===== config.mk =====
export PLATFORM = sky130hd
export DESIGN_NAME = hand_presence_filter
export DESIGN_NICKNAME = d
export VERILOG_FILES = /design/src/rtl/hand_presence_filter.sv
export SDC_FILE = /design/constraint.sdc
export NUM_CORES = 1
export LEC_CHECK = 0
export BUFFER_PORTS_ARGS = -buffer_cell sky130_fd_sc_hd__buf_2
export CAP_MARGIN = 10
export CORE_ASPECT_RATIO = 1.25
export CORE_MARGIN = 10
export CORE_UTILIZATION = 40
export CTS_CLUSTER_DIAMETER = 120
export DETAILED_ROUTE_END_ITERATION = 7
export SLEW_MARGIN = 20
export SYNTH_ARGS = -nofsm -noshare
export SYNTH_HDL_FRONTEND = slang
export SYNTH_SLANG_ARGS = --single-unit

===== constraint.sdc =====
create_clock -name clk_1M -period 3.4 [get_ports clk_1M]
set_input_delay 0.34 -clock clk_1M [delete_from_list [all_inputs] [get_ports clk_1M]]
set_output_delay 0.34 -clock clk_1M [all_outputs]
set_load 0.02 [all_outputs]

===== src/rtl/hand_presence_filter.sv =====
// hand_presence_filter
//   Turns the raw photoresistor input into a clean hand-present level plus
//   one-cycle edge pulses for the dispenser controller.
//   Chain: 2-flop synchroniser -> sample-tick divider -> saturating integrator
//   -> hysteresis + minimum-dwell two-state FSM.
// Ports
//   clk_1M        in   1      system clock, all logic on rising edge
//   rst           in   1      synchronous active-high reset
//   pr0           in   1      raw photoresistor, asynchronous, 0 = hand present
//   present       out  1      filtered hand-present level
//   present_rise  out  1      one-cycle pulse on ABSENT->PRESENT
//   present_fall  out  1      one-cycle pulse on PRESENT->ABSENT
//   lvl           out  LVL_W  integrator value (telemetry)
module hand_presence_filter #(
    parameter int unsigned TICK_DIV   = 1000,
    parameter int unsigned LVL_W      = 10,
    parameter int unsigned LVL_MAX    = 1000,
    parameter int unsigned ON_THRESH  = 750,
    parameter int unsigned OFF_THRESH = 250,
    parameter int unsigned MIN_DWELL  = 200
) (
    input  logic             clk_1M,
    input  logic             rst,
    input  logic             pr0,
    output logic             present,
    output logic             present_rise,
    output logic             present_fall,
    output logic [LVL_W-1:0] lvl
);

    localparam int unsigned TW = (TICK_DIV > 1) ? $clog2(TICK_DIV) : 1;
    localparam int unsigned DW = $clog2(MIN_DWELL + 1);

    localparam logic [TW-1:0]    TICK_LAST = TW'(TICK_DIV - 1);
    localparam logic [LVL_W-1:0] LVL_TOP   = LVL_W'(LVL_MAX);
    localparam logic [LVL_W-1:0] ON_LVL    = LVL_W'(ON_THRESH);
    localparam logic [LVL_W-1:0] OFF_LVL   = LVL_W'(OFF_THRESH);
    localparam logic [DW-1:0]    DWELL_TOP = DW'(MIN_DWELL);

    typedef enum logic {StAbsent, StPresent} state_e;

    logic             pr0_s1_q, pr0_s2_q;
    logic [TW-1:0]    tick_cnt_q, tick_cnt_d;
    logic [LVL_W-1:0] lvl_q, lvl_d;
    logic [DW-1:0]    dwell_q, dwell_d;
    state_e           state_q, state_d;
    logic             rise_q, rise_d;
    logic             fall_q, fall_d;
    logic             tick;
    logic             hand;

    always_comb begin
        tick       = (tick_cnt_q == TICK_LAST);
        hand       = ~pr0_s2_q;
        tick_cnt_d = tick ? '0 : tick_cnt_q + 1'b1;

        // Integrator moves one step per sample tick, clamped at both ends.
        lvl_d = lvl_q;
        if (tick) begin
            if (hand && (lvl_q < LVL_TOP)) begin
                lvl_d = lvl_q + 1'b1;
            end else if (!hand && (lvl_q != '0)) begin
                lvl_d = lvl_q - 1'b1;
            end
        end

        // Transitions look at registered lvl, so a same-cycle tick update is not seen yet.
        state_d = state_q;
        case (state_q)
            StAbsent: begin
                if ((lvl_q > ON_LVL) && (dwell_q == DWELL_TOP)) state_d = StPresent;
            end
            StPresent: begin
                if ((lvl_q < OFF_LVL) && (dwell_q == DWELL_TOP)) state_d = StAbsent;
            end
            default: state_d = StAbsent;
        endcase

        // A state change restarts the dwell window and swallows any coincident tick.
        dwell_d = dwell_q;
        if (state_d != state_q) begin
            dwell_d = '0;
        end else if (tick && (dwell_q != DWELL_TOP)) begin
            dwell_d = dwell_q + 1'b1;
        end

        rise_d = (state_q == StAbsent) && (state_d == StPresent);
        fall_d = (state_q == StPresent) && (state_d == StAbsent);
    end

    always_ff @(posedge clk_1M) begin
        if (rst) begin
            pr0_s1_q   <= 1'b1;
            pr0_s2_q   <= 1'b1;
            tick_cnt_q <= '0;
            lvl_q      <= '0;
            dwell_q    <= '0;
            state_q    <= StAbsent;
            rise_q     <= 1'b0;
            fall_q     <= 1'b0;
        end else begin
            pr0_s1_q   <= pr0;
            pr0_s2_q   <= pr0_s1_q;
            tick_cnt_q <= tick_cnt_d;
            lvl_q      <= lvl_d;
            dwell_q    <= dwell_d;
            state_q    <= state_d;
            rise_q     <= rise_d;
            fall_q     <= fall_d;
        end
    end

    assign present      = (state_q == StPresent);
    assign present_rise = rise_q;
    assign present_fall = fall_q;
    assign lvl          = lvl_q;

endmodule

Yosys cells after proc, flatten, opt, wreduce, memory -nomap -nowiden
Index checks and enable logic that the tools add are counted.
{"block": "totals", "output_inout_bits": 13, "in_bits": 3, "wordCells": 39, "register_bits": 33}
{"block": "op_classes", "n_bitwise": 3, "eq_ne": 4, "add_sub_neg": 4, "mux": 5, "reduce_logical": 12, "magnitude_cmp": 3}
{"operator": "10-bit by 1-bit adder with 10-bit output (second input constant)", "count": 2}
{"operator": "10-bit two-way mux", "count": 2}
{"operator": "10-bit equality test (second input constant)", "count": 1}
{"operator": "10-bit greater-than comparator (second input constant)", "count": 1}
{"operator": "10-bit less-than comparator (second input constant)", "count": 1}
{"operator": "10-bit by 8-bit less-than comparator with 1-bit output (second input constant)", "count": 1}
{"operator": "10-bit nonzero test", "count": 1}
{"operator": "10-bit by 1-bit subtractor with 10-bit output (second input constant)", "count": 1}
{"operator": "8-bit by 1-bit adder with 8-bit output (second input constant)", "count": 1}
{"operator": "8-bit equality test (second input constant)", "count": 1}
{"operator": "8-bit inequality test (second input constant)", "count": 1}
{"operator": "1-bit logical AND", "count": 7}
{"operator": "2-bit OR reduction", "count": 2}
{"operator": "1-bit inverter", "count": 3}
{"operator": "1-bit two-way mux", "count": 2}
{"operator": "1-bit one-hot mux with 2 select lines", "count": 1}
{"operator": "2-bit AND reduction", "count": 1}
{"operator": "2-bit nonzero test", "count": 1}
{"operator": "1-bit inequality test", "count": 1}

Depth between registers and ports, before layout
Gate-level depths: netlist of run 1.
{"block": "depth", "word_depth": 6, "depth_mapped": 11, "ltp_nobuf": 11}

Worst setup path after synthesis of run 1
OpenSTA, ideal clock, no wires.
{"block": "synth_path", "path_type": "reg2reg", "from": "register lvl_q[6] (netlist: lvl[6])", "to": "register lvl_q[8] (netlist: lvl[8])", "stages_incl_launch_ff": 12, "arrival_ns": 2.518, "synth_period_minus_slack_ns": 2.579, "n_path_buf": 0, "slack_ns": 0.821, "setup_time_ns": 0.062, "required_time_ns": 3.338, "path_cell_list": "dfxtp_1 > nand3_1 > nor3_1 > nor2_1 > inv_1 > ha_1 > nor2b_4 > o21ai_2 > nand2b_2 > a311o_1 > a2111o_1 > nand3_1"}
{"block": "synth_via", "elab_chain_len": 4, "word_cells_on_any_way": 10, "cone_classes": "2 x add/sub; 1 x order compare; 2 x mux; 5 x reduce/logical"}
{"item": "start, declared", "line": "44", "text": "logic [LVL_W-1:0] lvl_q, lvl_d;"}
{"item": "start signal, assigned", "line": "105", "text": "lvl_q <= lvl_d;"}
{"item": "10-bit less-than comparator / 10-bit nonzero test (equally long branches)", "line": "60, 62"}
{"item": "1-bit logical AND (on tied branches)", "line": "60, 62"}
{"item": "2-bit nonzero test (no source line)"}
{"item": "2-bit AND reduction (no source line)"}
Parallel ways exist; a longest one is shown, timed or not. The select of a mux whose other input is x is not followed.
A chain may end at the register's enable or synchronous reset.

Final worst setup path of run 1
Same ends and word-level chain as after synthesis.

==> results.json, run 1 <==
{
  "crit_path_cell_trace": "nand3_1 > nor3_1 > nor2_1 > inv_1 > ha_1 > nor2b_4 > o21ai_2 > nand2b_2 > a311o_1 > a2111o_1 > nand3_1",
  "synthArstFlopShare_pct": 0,
  "core_um2": 4390,
  "area_growth_pct": 11.7,
  "relSlewSlack_pct": 71.1,
  "finClkSkew_ps": 7.40,
  "vias": 1424,
  "setup.worst_path.end_class": "flop",
  "synth.avg_cell_area_um2": 8.87,
  "vdd_ir_drop_max_mv": 0.227,
  "clockBufferDepth": 2,
  "cell_internal_pwr_mw": 0.543,
  "reg2reg_to": "lvl[8]",
  "yosysWarnings": 0,
  "finalCritPeriodShare_pct": 80.4,
  "detail-route-antenna-nets": 0,
  "rsz0062_at_grt": "false",
  "worst_ep_required_time_ps": 3640,
  "fp.dieW_um": 80.2,
  "drive_above_1_share_pct": 16.6,
  "wl_per_cell_um": 12.8,
  "via_per_inst": 5.07,
  "pwr-share-seq_pct": 54.8,
  "cts_setup_buffers": 0,
  "reg2regPathDepth": 11,
  "power_frac_comb_pct": 4.4,
  "io_buffers": 15,
  "grt_max_degree": 20,
  "num_antenna_cells": 0,
  "worstReg2RegStart": "lvl[6]",
  "switching_share_pct": 24.5,
  "synth-main-ff-cell": "dfxtp_1",
  "clkTransAtPathRegs_ps": 70,
  "gr-total-overflow": 0,
  "cts_root_buffer": "clkbuf_8",
  "io_pins": 16,
  "reg2reg_setup_slack_ps": 670,
  "critPathMostFrequentCell": "nand3_1",
  "dr.first_iter.drc_count": 40,
  "track_usage_pct": 10.5,
  "cts.sinks": 33,
  "syn-num-nets": 221,
  "p_leak_nw": 0.868,
  "final_nets": 239,
  "synth.most_common_cell": "nor2_1",
  "yosysSeqAreaShare_pct": 36.5,
  "ys_types": 47,
  "setup_viol": 0,
  "crit_start": "lvl[6]",
  "clkPwrFrac_pct": 40.9,
  "tns_ps": 0,
  "clk_latency_ps": 290,
  "drc": 0,
  "cp.arrival_ps": 2970,
  "hold_viol": 0,
  "cts_resized": 0,
  "grt_pass1_wl_um": 6290,
  "synth_edf_count": 0,
  "crit_path_end": "lvl[8]",
  "initial_core_util_pct": 41.2,
  "clock.fmax_mhz": 366,
  "gp_congestion": 0.807,
  "fillerInstances": 450,
  "num_rows": 27,
  "die_y_um": 95.2,
  "netlist_top_cells_count": "nor2_1 (34), dfxtp_1 (33), ha_1 (13), inv_1 (13), nand3_1 (11)",
  "stdcell_count": 281,
  "syn_inst": 204,
  "numCtsBuffers": 5,
  "max-cap-violations": 0,
  "worstSetupStartpointType": "flop",
  "critPathMaxFanout": 8,
  "power_density_nw_per_um2": 356,
  "yosysTopAreaCell": "dfxtp_1",
  "grt_pass1_vias": 1358,
  "ys_ff_latch": 33,
  "critical_path_class": "reg -> reg",
  "maxSlewViolCount": 0,
  "finish.utilization_pct": 46.0,
  "hpwl_um": 2650,
  "switchingPower_mw": 0.177,
  "status": "complete, no violations",
  "tightest_slew_ps": 431,
  "cts_tree": "done",
  "cts-hold-fix-buffers": 0,
  "dr.pass1.iters": 4,
  "netlist_area_um2": 1810,
  "worst_path_max_delay_cell": "dfxtp_1",
  "period_needed_ps": 2730,
  "antenna_found_initial": 0,
  "drt_wl_total_um": 3590,
  "hold_path.class": "in -> reg",
  "place_inst": 273,
  "yosysTopAreaCellShare_pct": 36.5,
  "max_stage_delay_ps": 420,
  "h-tree-depth": 2,
  "synthTopCellsByArea": "dfxtp_1 (37%), ha_1 (9.0%), nor2_1 (7.1%), xnor2_1 (4.8%), xor2_1 (4.4%)",
  "die_area_um2": 7630
}
power groups by stage:
stage               Sequential [mW]  Clock [mW]  Combinational [mW]
floorplan                     0.402           0              0.0250
global placement              0.403           0              0.0312
detailed placement            0.403           0              0.0313
CTS                           0.394       0.308              0.0315
global route                  0.394       0.323              0.0362
finish                        0.394       0.294              0.0313
stage by stage:
step	setup slack, ps	cell area (um^2)	hold slack (ps)	total power [mW]
after floorplan	821	1810	389	0.427
after global placement	748	1930	394	0.434
after detailed placement	687	1930	396	0.434
after CTS	663	2020	226	0.733
after global routing	497	2020	228	0.754
final	665	2020	238	0.719
final cells by class:
type	instances	area [um^2]	share of cell area (%)
Clock buffer	5	68.8	3.41
Clock inverter	3	17.5	0.867
Inverter	13	48.8	2.41
Multi-Input combinational cell	154	1080	53.3
Sequential cell	33	661	32.7
Tap cell	58	72.6	3.59
Timing Repair Buffer	15	75.1	3.72
worst max-delay path, delay by kind of cell (launching register included):
| family | cells | cell delay, ps |
|---|---|---|
| buf+inv | 1 | 240 |
| flops | 1 | 420 |
| fa+ha+maj | 1 | 330 |
| compound gates | 3 | 860 |
| simple gates | 6 | 840 |
registers in the layout (all words and copies together), names as in the netlist:
register and cells:
lvl 10, tick_cnt_q 10, dwell_q 8, pr0_s1_q 1, pr0_s2_q 1, present 1, present_fall 1, present_rise 1
worst min path at each step:
stage | startpoint | slack, ps | endpoint | depth (start not counted)
after floorplan | pr0_s1_q | 390 | pr0_s2_q | 1
after global placement | pr0_s1_q | 390 | pr0_s2_q | 1
after detailed placement | pr0_s1_q | 400 | pr0_s2_q | 1
after CTS | pr0 | 230 | pr0_s1_q | 2
after global routing | pr0 | 230 | pr0_s1_q | 2
final | pr0 | 240 | pr0_s1_q | 2
placed cells by master, fill, tap and decap left out, types with 2 or more instances in the layout:
cell and count:
dfxtp_1 33, nor2_1 34, clkbuf_8 5, o21ai_0 3, nor4_1 3, nand4_1 3, xor2_1 9, nor3_1 4
o211ai_1 2, buf_2 15, inv_1 13, o21ai_1 4, ha_1 13, clkinv_2 2, nand2_1 8, or2_2 3
a21oi_1 7, nand4b_1 2, mux2i_1 4, or3_1 4, nand3_1 11, xnor2_1 10, a21o_1 2, nor2b_1 2
and3_1 3
routing by layer:
metal  vias to the layer above  track usage, %  share of wire, %
li1                        750               -                 -
met1                       654            12.1                46
met2                        16            17.0                48
met3                         4            3.77               5.0
met4                         0            4.41              0.89
met5                         -               0                 0
kinds of logic after synthesis:
kind of cell    after synthesis  synth area share, %
compound gates               31                 12.9
xor+xnor                     19                 9.20
fa+ha+maj                    14                 10.1
buf+inv                      17                 3.94
flops                        33                 36.5
mux                           4                 2.21
simple gates                 86                 25.2
Note: power is estimated with default switching activity, not from simulation.
==> run 2: changes to the inputs <==
clock period = 2.5 ns   (was 3.4 ns; I/O delays follow)
==> run 2 against run 1 <==
Register-to-register slack worse by 550 ps. Clock power up 75%. Power grew 52%. Critical endpoint unchanged.
==> results.json, run 2 (synthesis gave the netlist of run 1 again) <==
{
  "status": "complete, no violations",
  "maxSlewViolCount": 0,
  "core_um2": 4390,
  "tightest_slew_ps": 434,
  "min_path_cells": 2,
  "gr-total-overflow": 0,
  "p_leak_nw": 0.926,
  "vdd_ir_drop_max_mv": 0.328,
  "reg2reg_to": "lvl[8]",
  "antenna_found_initial": 0,
  "cp.arrival_ps": 2600,
  "period_needed_ps": 2380,
  "relSlewSlack_pct": 70.9,
  "worstReg2RegStart": "lvl[3]",
  "setup.worst_path.end_class": "flop",
  "critPathMaxFanout": 4,
  "drc": 0,
  "hold_viol": 0,
  "initial_core_util_pct": 41.2,
  "die_area_um2": 7630,
  "stdcell_count": 289,
  "crit_start": "lvl[3]",
  "io_pins": 16,
  "place_inst": 281,
  "setup_viol": 0,
  "drt_wl_total_um": 3560,
  "dr.first_iter.drc_count": 78,
  "clock.fmax_mhz": 419,
  "area_growth_pct": 17.8,
  "drive_above_1_share_pct": 22.5,
  "worst_ep_required_time_ps": 2720,
  "grt_pass1_wl_um": 6070,
  "dr.pass1.iters": 4,
  "crit_path_end": "lvl[8]",
  "fp.dieW_um": 80.2,
  "via_per_inst": 5.10,
  "cts_tree": "done",
  "holdWs_ps": 152,
  "cts_root_buffer": "clkbuf_8",
  "track_usage_pct": 9.99,
  "numCtsBuffers": 5,
  "finClkSkew_ps": 9.19,
  "grt_pass1_vias": 1395,
  "worstSetupStartpointType": "flop",
  "clk_latency_ps": 280,
  "finish.utilization_pct": 48.5,
  "detail-route-antenna-nets": 0,
  "max-cap-violations": 0,
  "cts-hold-fix-buffers": 0,
  "power_density_nw_per_um2": 514,
  "io_buffers": 15,
  "vias": 1475,
  "tns_ps": 0,
  "finalCritPeriodShare_pct": 95.4,
  "die_y_um": 95.2,
  "hold_path.class": "in -> reg",
  "wl_per_cell_um": 12.3,
  "clkTransAtPathRegs_ps": 70,
  "final_nets": 247,
  "layout_commonest_cell": "nor2_1",
  "grt_max_degree": 20,
  "cts.sinks": 33,
  "place_ws_ps": 92.2,
  "h-tree-depth": 2,
  "num_rows": 27,
  "num_antenna_cells": 0,
  "critical_path_class": "reg -> reg",
  "hpwl_um": 2650,
  "reg2reg_setup_slack_ps": 120,
  "clockBufferDepth": 2,
  "reg2regPathDepth": 11,
  "final_cell_mix": "nor2_1 (34), dfxtp_1 (29), buf_2 (15)",
  "layout_setup_ws_ps": 116,
  "gp_congestion": 0.967
}
## run 2: final cells by class
class	instances	area, um^2
inverter	13	48.8
fill	425	2260
clock inverter	1	30.0
timing repair buffer	23	135
tap	58	72.6
sequential	33	668
multi-input combinational	154	1090
clock buffer	7	86.3
## run 2: power breakdown
part           internal (mW)  switching, mW
logic                 0.0174         0.0278
clock network          0.325          0.190
registers              0.530        0.00479
## run 2: worst min path at each step
stage	start	end	slack, ps
finish	pr0	pr0_s1_q	150
global route	pr0	pr0_s1_q	150
global placement	pr0_s1_q	pr0_s2_q	390
floorplan	pr0	pr0_s1_q	350
CTS	pr0	pr0_s1_q	140
detailed placement	pr0_s1_q	pr0_s2_q	400
## run 2: worst max-delay path, cell delays in order, from the launching register on
cell	delay (ps)
dfxtp_2	320
nor2_1	190
nor3_2	70
nor2_1	150
inv_2	80
ha_1	330
nor2b_4	150
o21ai_2	120
nand2b_2	90
a311o_1	380
a2111o_1	370
nand3_1	80
## run 2: routing by layer
layer	global-route usage [%]	vias up	wire, um
met5	0	-	0
met4	4.56	0	55
met3	3.01	6	172
met2	16.7	29	1680
met1	11.4	676	1660
li1	-	764	-
## run 2: repair_timing
item                       CTS  global route
gates resized for setup      0             5
setup buffers                0             0
setup endpoints to repair    0             2
## run 2: stage by stage
| stage | area (um^2) | total power [mW] |
|---|---|---|
| 2_1_floorplan | 1810 | 0.581 |
| 3_3_place_gp | 2000 | 0.593 |
| 3_5_place_dp | 2000 | 0.593 |
| 4_1_cts | 2120 | 1.12 |
| 5_1_grt | 2130 | 1.14 |
| 6_report | 2130 | 1.10 |
